$ cat src/rtl/arith_pkg.sv
// Shared arithmetic definitions: the serial-adder state encoding and its default width.
package arith_pkg;

   typedef enum logic [1:0] {
      IDLE = 2'd0,
      RUN  = 2'd1,
      DONE = 2'd2
   } serial_state_t;

   localparam int SERIAL_ADD_WIDTH = 8;

endpackage

$ cat src/rtl/bit_serial_adder_fa_cell.sv
// One-bit full-adder cell; the only carry path in the serial adder.
module fa_cell (
   input  logic x,
   input  logic y,
   input  logic ci,
   output logic s,
   output logic co
);

   assign s  = x ^ y ^ ci;
   assign co = (x & y) | (ci & (x ^ y));

endmodule

$ cat src/rtl/bit_serial_adder.sv
// Bit-serial adder/subtractor: one full-adder cell, LSB first, WIDTH cycles per operation.
module bit_serial_adder
   import arith_pkg::*;
#(
   parameter int WIDTH = SERIAL_ADD_WIDTH
) (
   input  logic             clk,
   input  logic             rst,
   input  logic             start,
   input  logic             sub,
   input  logic [WIDTH-1:0] a,
   input  logic [WIDTH-1:0] b,
   input  logic             cin,
   output logic             busy,
   output logic             done,
   output logic [WIDTH-1:0] sum,
   output logic             cout
);

   localparam int CW = (WIDTH > 1) ? $clog2(WIDTH) : 1;
   localparam logic [CW-1:0] LAST = CW'(WIDTH - 1);

   serial_state_t    state;
   logic [WIDTH-1:0] a_sr;
   logic [WIDTH-1:0] b_sr;
   logic [WIDTH-1:0] res;
   logic [CW-1:0]    cnt;
   logic             carry;
   logic             cout_r;
   logic             cell_s;
   logic             cell_co;

   fa_cell u_cell (
      .x  (a_sr[0]),
      .y  (b_sr[0]),
      .ci (carry),
      .s  (cell_s),
      .co (cell_co)
   );

   always_ff @(posedge clk) begin
      if (rst) begin
         state  <= IDLE;
         a_sr   <= '0;
         b_sr   <= '0;
         res    <= '0;
         cnt    <= '0;
         carry  <= 1'b0;
         cout_r <= 1'b0;
      end else begin
         case (state)
            IDLE, DONE: begin
               if (start) begin
                  // Subtract is a + ~b + 1, so the carry flop seeds the +1.
                  a_sr  <= a;
                  b_sr  <= sub ? ~b : b;
                  carry <= sub ? 1'b1 : cin;
                  cnt   <= '0;
                  state <= RUN;
               end else begin
                  state <= IDLE;
               end
            end
            RUN: begin
               a_sr  <= a_sr >> 1;
               b_sr  <= b_sr >> 1;
               res   <= {cell_s, res[WIDTH-1:1]};
               carry <= cell_co;
               cnt   <= cnt + CW'(1);
               if (cnt == LAST) begin
                  cout_r <= cell_co;
                  state  <= DONE;
               end
            end
            default: state <= IDLE;
         endcase
      end
   end

   assign busy = (state == RUN);
   assign done = (state == DONE);
   assign sum  = res;
   assign cout = cout_r;

endmodule
$ cat config.mk
export PLATFORM = sky130hd
export DESIGN_NAME = bit_serial_adder
export DESIGN_NICKNAME = d
export VERILOG_FILES = /design/src/rtl/arith_pkg.sv /design/src/rtl/bit_serial_adder_fa_cell.sv /design/src/rtl/bit_serial_adder.sv
export SDC_FILE = /design/constraint.sdc
export NUM_CORES = 1
export LEC_CHECK = 0
export CORE_MARGIN = 2
export CORE_UTILIZATION = 44
export CTS_CLUSTER_SIZE = 25
export DETAILED_ROUTE_END_ITERATION = 10
export PLACE_DENSITY = 0.74
export RECOVER_POWER = 25
export SYNTH_ARGS = -nofsm -noshare
export SYNTH_HDL_FRONTEND = slang
export SYNTH_HIERARCHICAL = 1
export SYNTH_SLANG_ARGS = --single-unit
$ cat constraint.sdc
create_clock -name clk -period 1.2 [get_ports clk]
set_clock_uncertainty 0.15 [all_clocks]
set_input_delay 0.18 -clock clk [delete_from_list [all_inputs] [get_ports clk]]
set_output_delay 0.18 -clock clk [all_outputs]
set_load 0.05 [all_outputs]
Yosys cells after proc, flatten, opt, wreduce, memory -nomap -nowiden
Index checks and enable logic that the tools add are counted.
{"block": "word_totals", "elab_cells": 37, "inputBits": 21, "register_bits": 31}
{"block": "classes", "n_eq_ne": 5, "bitwise": 6, "n_reduce_logical": 5, "mux": 13, "addsub": 1}
{"operator": "one-hot mux 8 bit (2 select lines)", "n": 2}
{"operator": "two-way mux 8 bit", "n": 3}
{"operator": "inverter 8 bit", "n": 1}
{"operator": "one-hot mux 3 bit (2 select lines)", "n": 1}
{"operator": "one-hot mux 2 bit (2 select lines)", "n": 1}
{"operator": "AND reduction 2 bit", "n": 2}
{"operator": "adder 3 x 1 -> 3 bit (second input constant)", "n": 1}
{"operator": "equality test 3 bit (second input constant)", "n": 1}
{"operator": "two-way mux 1 bit", "n": 3}
{"operator": "two-way mux 3 bit", "n": 1}
{"operator": "bitwise AND 1 bit", "n": 2}
{"operator": "equality test 2 x 1 -> 1 bit (second input constant)", "n": 1}
{"operator": "equality test 2 bit (second input constant)", "n": 1}
{"operator": "logical NOT 2 bit", "n": 1}
{"operator": "two-way mux 2 bit", "n": 1}
{"operator": "inequality test 2 x 1 -> 1 bit (second input constant)", "n": 1}
{"operator": "inequality test 2 bit (second input constant)", "n": 1}
{"operator": "one-hot mux 1 bit (2 select lines)", "n": 1}
{"operator": "nonzero test 2 bit", "n": 1}
{"operator": "OR reduction 2 bit", "n": 1}
{"operator": "bitwise XOR 1 bit", "n": 2}
{"operator": "OR 1 bit", "n": 1}

Logic depth before layout (Yosys ltp)
Gate-level depths: netlist of the first run.
{"block": "logic_depth", "ltp_word": 4, "mapped_depth": 6, "ltp_nobuf": 5}

Modules after synthesis
The synthesis of the first run kept the hierarchy.
{"module": "bit_serial_adder", "seq_area_each_um2": 620.6, "instances": 1, "cells_per_inst": 151, "area_per_inst_um2": 1415.1}
{"module": "fa_cell", "seq_area_each_um2": 0.0, "instances": 1, "cells_per_inst": 1, "area_per_inst_um2": 20.0}

Worst setup path after synthesis of the first run
Ideal clock, no wire load.
{"block": "synth_timing", "path_kind": "reg2out", "startpoint": "register state[0]", "endpoint": "output done", "t_required_ps": 870, "stages_incl_launch_ff": 2, "slack_ps": -169, "n_path_buf": 0, "arrival_ps": 1039, "path_cell_list": "dfxtp_1 nor2b_1"}
{"block": "synth_via", "elab_chain_len": 1}
{"item": "start, declared", "line": "bit_serial_adder.sv:23", "source": "serial_state_t state;"}
{"item": "start signal, assigned", "line": "bit_serial_adder.sv:43", "source": "state <= IDLE;"}
{"item": "start signal, assigned", "line": "bit_serial_adder.sv:59", "source": "state <= RUN;"}
{"item": "start signal, assigned", "line": "bit_serial_adder.sv:61", "source": "state <= IDLE;"}
{"item": "equality test 2 bit", "line": "bit_serial_adder.sv:81", "source": "assign done = (state == DONE);"}
{"item": "end, declared", "line": "bit_serial_adder.sv:15", "source": "output logic done,"}
Every way passes these cells.

Worst setup path after layout of the first run
{"block": "layout_timing", "startpoint": "register state[1]", "endpoint": "output busy"}
{"block": "layout_via", "elab_chain_len": 1}
{"item": "equality test 2 x 1 -> 1 bit", "line": "bit_serial_adder.sv:80", "source": "assign busy = (state == RUN);"}
{"item": "end, declared", "line": "bit_serial_adder.sv:14", "source": "output logic busy,"}
Every way passes these cells.

==> results of run 1 <==
power breakdown:
part           internal, W  switching (W)
combinational     0.000298       0.000266
sequential         0.00107      0.0000498
clock             0.000208       0.000339
total              0.00158       0.000655
cells in the mapped netlist (all sizes together):
master    n
a2111oi   1
a21oi    27
a22oi    14
a31oi     1
buf      12
clkbuf    2
dfxtp    31
fa        1
ha        2
inv       1
nand2    21
nand2b    3
nand3    20
nand3b    1
nor2      3
nor2b     2
o21a      1
o21ai     1
xnor2     1
xor2      7
per-stage QoR:
step / setup WS (ps) / util / setup TNS [ps] / power, W / hold slack (ps)
after floorplan: 0.362 / - / 0 / 0.00141 / 98.9
after global placement: -294 / 0.628 / -4980 / 0.00156 / 305
after detailed placement: -327 / 0.628 / -5720 / 0.00158 / 315
after CTS: -259 / 0.697 / -3140 / 0.00219 / 263
after global routing: -263 / 0.743 / -4160 / 0.00231 / 287
final: -231 / 0.743 / -3040 / 0.00223 / 296
kinds of logic (layout without fill, tap and decap cells):
group                    after synthesis  count (layout)
AND/OR/NAND/NOR                       50              50
AO/OA/AOI/OAI                         45              45
flip-flops                            31              31
buffers and inverters                 15              65
XOR/XNOR                               8               8
adder cells (fa/ha/maj)                3               3
how the worst max path moves through the flow:
stage / to / cells past startpoint / slack [ps]
6_report: busy / 4 / -230
4_1_cts: busy / 4 / -260
3_5_place_dp: b_sr[2] / 5 / -330
2_1_floorplan: sum[7] / 3 / 0.4
3_3_place_gp: b_sr[7] / 4 / -290
5_1_grt: done / 3 / -260
layout make-up:
class / count / area [um2] / share of cell area
timing repair buffer: 58 / 724 / 0.317
multi-input combinational: 106 / 805 / 0.352
tap: 44 / 55.1 / 0.0241
inverter: 1 / 6.26 / 0.00273
sequential: 31 / 657 / 0.287
clock buffer: 6 / 41.3 / 0.0180
critical path, stage by stage, from the launching register on:
cell and delay (ps):
dfxtp_2 340, nand2b_4 130, inv_4 40, buf_8 110, buf_12 140
flip-flops by register name, summed over array words and instances, names as in the netlist:
| register | count |
|---|---|
| cnt | 3 |
| carry | 1 |
| a_sr | 8 |
| b_sr | 8 |
| state | 2 |
| cout | 1 |
| sum | 8 |
repair_timing:
action,in CTS,in global routing
setup endpoints to repair,36,40
cloned,1,0
buffers inserted,3,9
resized for setup,34,22
pin swaps,15,21
layer usage:
layer,share of wire,vias to the layer above,track usage
met3,0.054,19,0.0693
met5,0,-,0
met4,0.051,0,0.0994
met2,0.52,62,0.360
met1,0.38,653,0.220
li1,-,633,-
==> impl_metrics.env, run 1 <==
export IMPL_pwr_density_cell_mw_per_mm2=975
export IMPL_synth_top_area_frac=0.432
export IMPL_setup_violations=30
export IMPL_vias=1367
export IMPL_fin_nets=227
export IMPL_synth_compound_area_share=0.214
export IMPL_die_w_um=61.1
export IMPL_status="finished, violations left"
export IMPL_num_io_pins=32
export IMPL_maxSlewHeadroom=0.839
export IMPL_area_growth_pct=59.5
export IMPL_synthAdderAreaFrac=0.0314
export IMPL_ctsHoldBuffers=0
export IMPL_tightest_slew_ps=240
export IMPL_max_freq_mhz=699
export IMPL_synth_xor_area_frac=0.0488
export IMPL_grt_usage=0.205
export IMPL_path_clk_slew_ps=90
export IMPL_synth_distinct_cells=28
export IMPL_synthSimpleGateAreaFrac=0.180
export IMPL_drc=0
export IMPL_min_path_type="in -> reg"
export IMPL_failed_checks="setup timing"
export IMPL_fin_cells=246
export IMPL_synth_mux_area_frac=0
export IMPL_crit_start="state[1]"
export IMPL_min_delay_start="a[7]"
export IMPL_root_buffer="clkbuf_4"
export IMPL_synth_top_family_by_area="compound AO/OA/AOI/OAI gates"
export IMPL_dieHeight_um=61.1
export IMPL_critPathKind="reg -> out"
export IMPL_hold_viol=0
export IMPL_core_mm2=0.00308
export IMPL_synth_top_cells_by_area="dfxtp_1, a22oi_1, nand3_1"
export IMPL_ir_worst_vdd_mv=0.837
export IMPL_grt_max_degree=24
export IMPL_design_area_mm2=0.00229
export IMPL_syn_avg_cell_area_um2=9.44
export IMPL_final_min_clock_period_ps=1430
export IMPL_cts_buffers_inserted=5
export IMPL_leakagePower_nw=0.818
export IMPL_fin_ws_ps=-231
export IMPL_critPathArrivalTime_ps=1100
export IMPL_reg2reg_to="b_sr[3]"
export IMPL_start_util=0.466
export IMPL_timing_rr_start="state[1]"
export IMPL_worst_setup_path_end_kind="primary output"
export IMPL_r2r_slack_ps=-210
export IMPL_drv_cap=0
export IMPL_grt_pass1_vias=1267
export IMPL_fillers=204
export IMPL_routed_wl_um=3910
export IMPL_antenna_found_initial=0
export IMPL_cp_required_ps=870
export IMPL_dieArea_mm2=0.00373
export IMPL_yosys_warnings=6
export IMPL_insertion_delay_ps=330
export IMPL_final_common_cell="clkdlybuf4s50_1"
export IMPL_io_buffers=31
export IMPL_wl_per_cell_um=15.9
export IMPL_htreeDepth=2
export IMPL_placed_area_mm2=0.00193
export IMPL_crit_path_start_kind="flip-flop"
export IMPL_clk_path_buf_depth=2
export IMPL_cp_max_fo=2
export IMPL_std_cell_rows=20
export IMPL_first_pass_iters=5
export IMPL_ys_ff_latch=31
export IMPL_yosysTopAreaCell="dfxtp_1"
export IMPL_grt_overflow_total=0
export IMPL_antenna_left=0
export IMPL_rsz0062_at_grt="yes"
export IMPL_reg2reg_depth=6
export IMPL_hold_depth=3
export IMPL_worstHoldEndpoint="a_sr[7]"
export IMPL_drv_slew=0
export IMPL_cts_sinks=31
export IMPL_vias_per_cell=5.56
export IMPL_min_period_over_period=1.19
export IMPL_gp_congestion=0.833
export IMPL_synthesis_nets=176
export IMPL_grt_pass1_wl_um=5560
export IMPL_dp_hpwl_um=2280
export IMPL_drive_above_1_share=0.505
export IMPL_synth_seq_area_share=0.432
export IMPL_place_inst=227
export IMPL_syn_instance_count=152
export IMPL_final_cell_mix="clkdlybuf4s50_1, nand3_1, dfxtp_1"
export IMPL_cts_tree="yes"
export IMPL_synthesis_area_mm2=0.00144
export IMPL_drtIter0Drc=55
export IMPL_n_antenna_cell=0
No activity file was read; power rests on OpenSTA's default activity.
==> run 2: changes to the inputs <==
--- a/config.mk
+++ b/config.mk
@@ -6,10 +6,10 @@
 export NUM_CORES = 1
 export LEC_CHECK = 0
 export CORE_MARGIN = 2
-export CORE_UTILIZATION = 44
+export CORE_UTILIZATION = 50
 export CTS_CLUSTER_SIZE = 25
 export DETAILED_ROUTE_END_ITERATION = 10
-export PLACE_DENSITY = 0.74
+export PLACE_DENSITY = 0.79
 export RECOVER_POWER = 25
 export SYNTH_ARGS = -nofsm -noshare
 export SYNTH_HDL_FRONTEND = slang
==> constraint.sdc (replaced) <==
create_clock -name clk -period 1.77 [get_ports clk]
set_clock_uncertainty 0.15 [all_clocks]
set_input_delay 0.2655 -clock clk [delete_from_list [all_inputs] [get_ports clk]]
set_output_delay 0.2655 -clock clk [all_outputs]
set_load 0.1 [all_outputs]
==> impl_metrics.env, run 2 (same netlist as run 1, synthesis figures left out) <==
export IMPL_cts_sinks=31
export IMPL_htreeDepth=2
export IMPL_io_buffers=31
export IMPL_path_clk_slew_ps=90
export IMPL_timing_rr_start="state[1]"
export IMPL_min_delay_start="cout"
export IMPL_final_cell_mix="dfxtp_1, nand3_1, clkdlybuf4s50_1"
export IMPL_status="finished clean"
export IMPL_routed_wl_um=2980
export IMPL_drc=0
export IMPL_core_mm2=0.00273
export IMPL_critPathKind="reg -> out"
export IMPL_die_w_um=57.6
export IMPL_power_total_w=0.00162
export IMPL_n_antenna_cell=0
export IMPL_min_period_over_period=0.949
export IMPL_pwr_density_cell_mw_per_mm2=855
export IMPL_hold_viol=0
export IMPL_wl_per_cell_um=13.8
export IMPL_dp_hpwl_um=2090
export IMPL_grt_overflow_total=0
export IMPL_ctsHoldBuffers=0
export IMPL_reg2reg_depth=4
export IMPL_fin_nets=208
export IMPL_vias_per_cell=5.61
export IMPL_cts_tree="yes"
export IMPL_drtIter0Drc=42
export IMPL_max_freq_mhz=596
export IMPL_grt_pass1_vias=1156
export IMPL_holdWs_ps=318
export IMPL_cp_max_fo=22
export IMPL_crit_slowest_cell="dfxtp_1"
export IMPL_maxSlewHeadroom=0.616
export IMPL_dieHeight_um=57.6
export IMPL_leakagePower_nw=0.692
export IMPL_grt_usage=0.189
export IMPL_insertion_delay_ps=340
export IMPL_root_buffer="clkbuf_4"
export IMPL_area_growth_pct=32.3
export IMPL_postCtsSetupBuffers=0
export IMPL_start_util=0.525
export IMPL_grt_max_degree=32
export IMPL_drive_above_1_share=0.276
export IMPL_slowest_delay_ps=330
export IMPL_antenna_found_initial=0
export IMPL_first_pass_iters=4
export IMPL_std_cell_rows=19
export IMPL_final_common_cell="dfxtp_1"
export IMPL_num_io_pins=32
export IMPL_vias=1212
export IMPL_clk_path_buf_depth=2
export IMPL_critPathArrivalTime_ps=1260
export IMPL_drv_slew=0
export IMPL_antenna_left=0
export IMPL_setup_violations=0
export IMPL_worst_setup_path_end_kind="primary output"
export IMPL_tns_ps=0
export IMPL_cp_cell_sequence="nand2b_2, inv_6, buf_12"
export IMPL_cts_buffers_inserted=5
export IMPL_rsz0062_at_grt="no"
export IMPL_crit_path_start_kind="flip-flop"
export IMPL_tightest_slew_ps=576
export IMPL_dieArea_mm2=0.00331
export IMPL_gp_congestion=0.767
export IMPL_ir_worst_vdd_mv=0.723
export IMPL_hold_depth=2
export IMPL_drv_cap=0
export IMPL_crit_start="state[1]"
export IMPL_final_min_clock_period_ps=1680
export IMPL_cp_required_ps=1350
export IMPL_min_path_type="reg -> reg"
export IMPL_grt_pass1_wl_um=4790
==> run 2: cell types whose count changed in the layout (fill, tap and decap cells not counted), moves of 4 or more <==
| cell | previous run | this run |
|---|---|---|
| dfxtp_4 | 8 | 0 |
| a22oi_2 | 14 | 0 |
| dfxtp_2 | 5 | 1 |
| buf_12 | 15 | 10 |
| a22oi_1 | 0 | 14 |
| a21oi_1 | 14 | 18 |
| dfxtp_1 | 18 | 30 |
| a21oi_2 | 13 | 9 |
| buf_4 | 17 | 6 |
==> run 2: final cells by class <==
class / count / area, um2
Fill cell: 207 / 836
Tap cell: 31 / 38.8
Clock buffer: 6 / 51.3
Timing Repair Buffer: 39 / 460
Clock inverter: 2 / 35.0
Multi-Input combinational cell: 106 / 682
Sequential cell: 31 / 622
Inverter: 1 / 8.76
==> run 2: critical path: cells and delay by family, from the launching register on <==
family / cells / cell delay (ps)
buffers and inverters: 2 / 380
flip-flops: 1 / 330
AND/OR/NAND/NOR: 1 / 210
==> run 2: power by group <==
group          switching, W  internal, W
registers         0.0000257     0.000735
clock network      0.000249     0.000333
logic              0.000156     0.000124
==> run 2: worst paths after layout <==
| check | end | slack (ps) |
|---|---|---|
| max reg2reg | a_sr[1] | 190 |
| min reg2reg | cout | 320 |
| max | busy | 90 |
| min | cout | 320 |
==> run 2: what timing repair did <==
action,in CTS,in global routing
setup endpoints to repair,1,1
gates resized for setup,1,2
pin swaps,0,0
==> run 2: metrics by stage <==
| step | cell area, um2 | std cells | setup slack (ps) | utilization |
|---|---|---|---|---|
| 2_1_floorplan | 1440 | 152 | 200 | - |
| 3_3_place_gp | 1840 | 208 | 100 | 0.673 |
| 3_5_place_dp | 1840 | 208 | 67.8 | 0.673 |
| 4_1_cts | 1930 | 216 | 11.8 | 0.706 |
| 5_1_grt | 1900 | 216 | 18.5 | 0.694 |
| 6_report | 1900 | 216 | 90.8 | 0.694 |
==> run 2: layer usage <==
layer / up-vias / track usage / wire [um]
met4: 0 / 0.0631 / 44
li1: 593 / - / -
met2: 42 / 0.336 / 1540
met5: - / 0 / 0
met3: 6 / 0.0748 / 198
met1: 571 / 0.201 / 1200
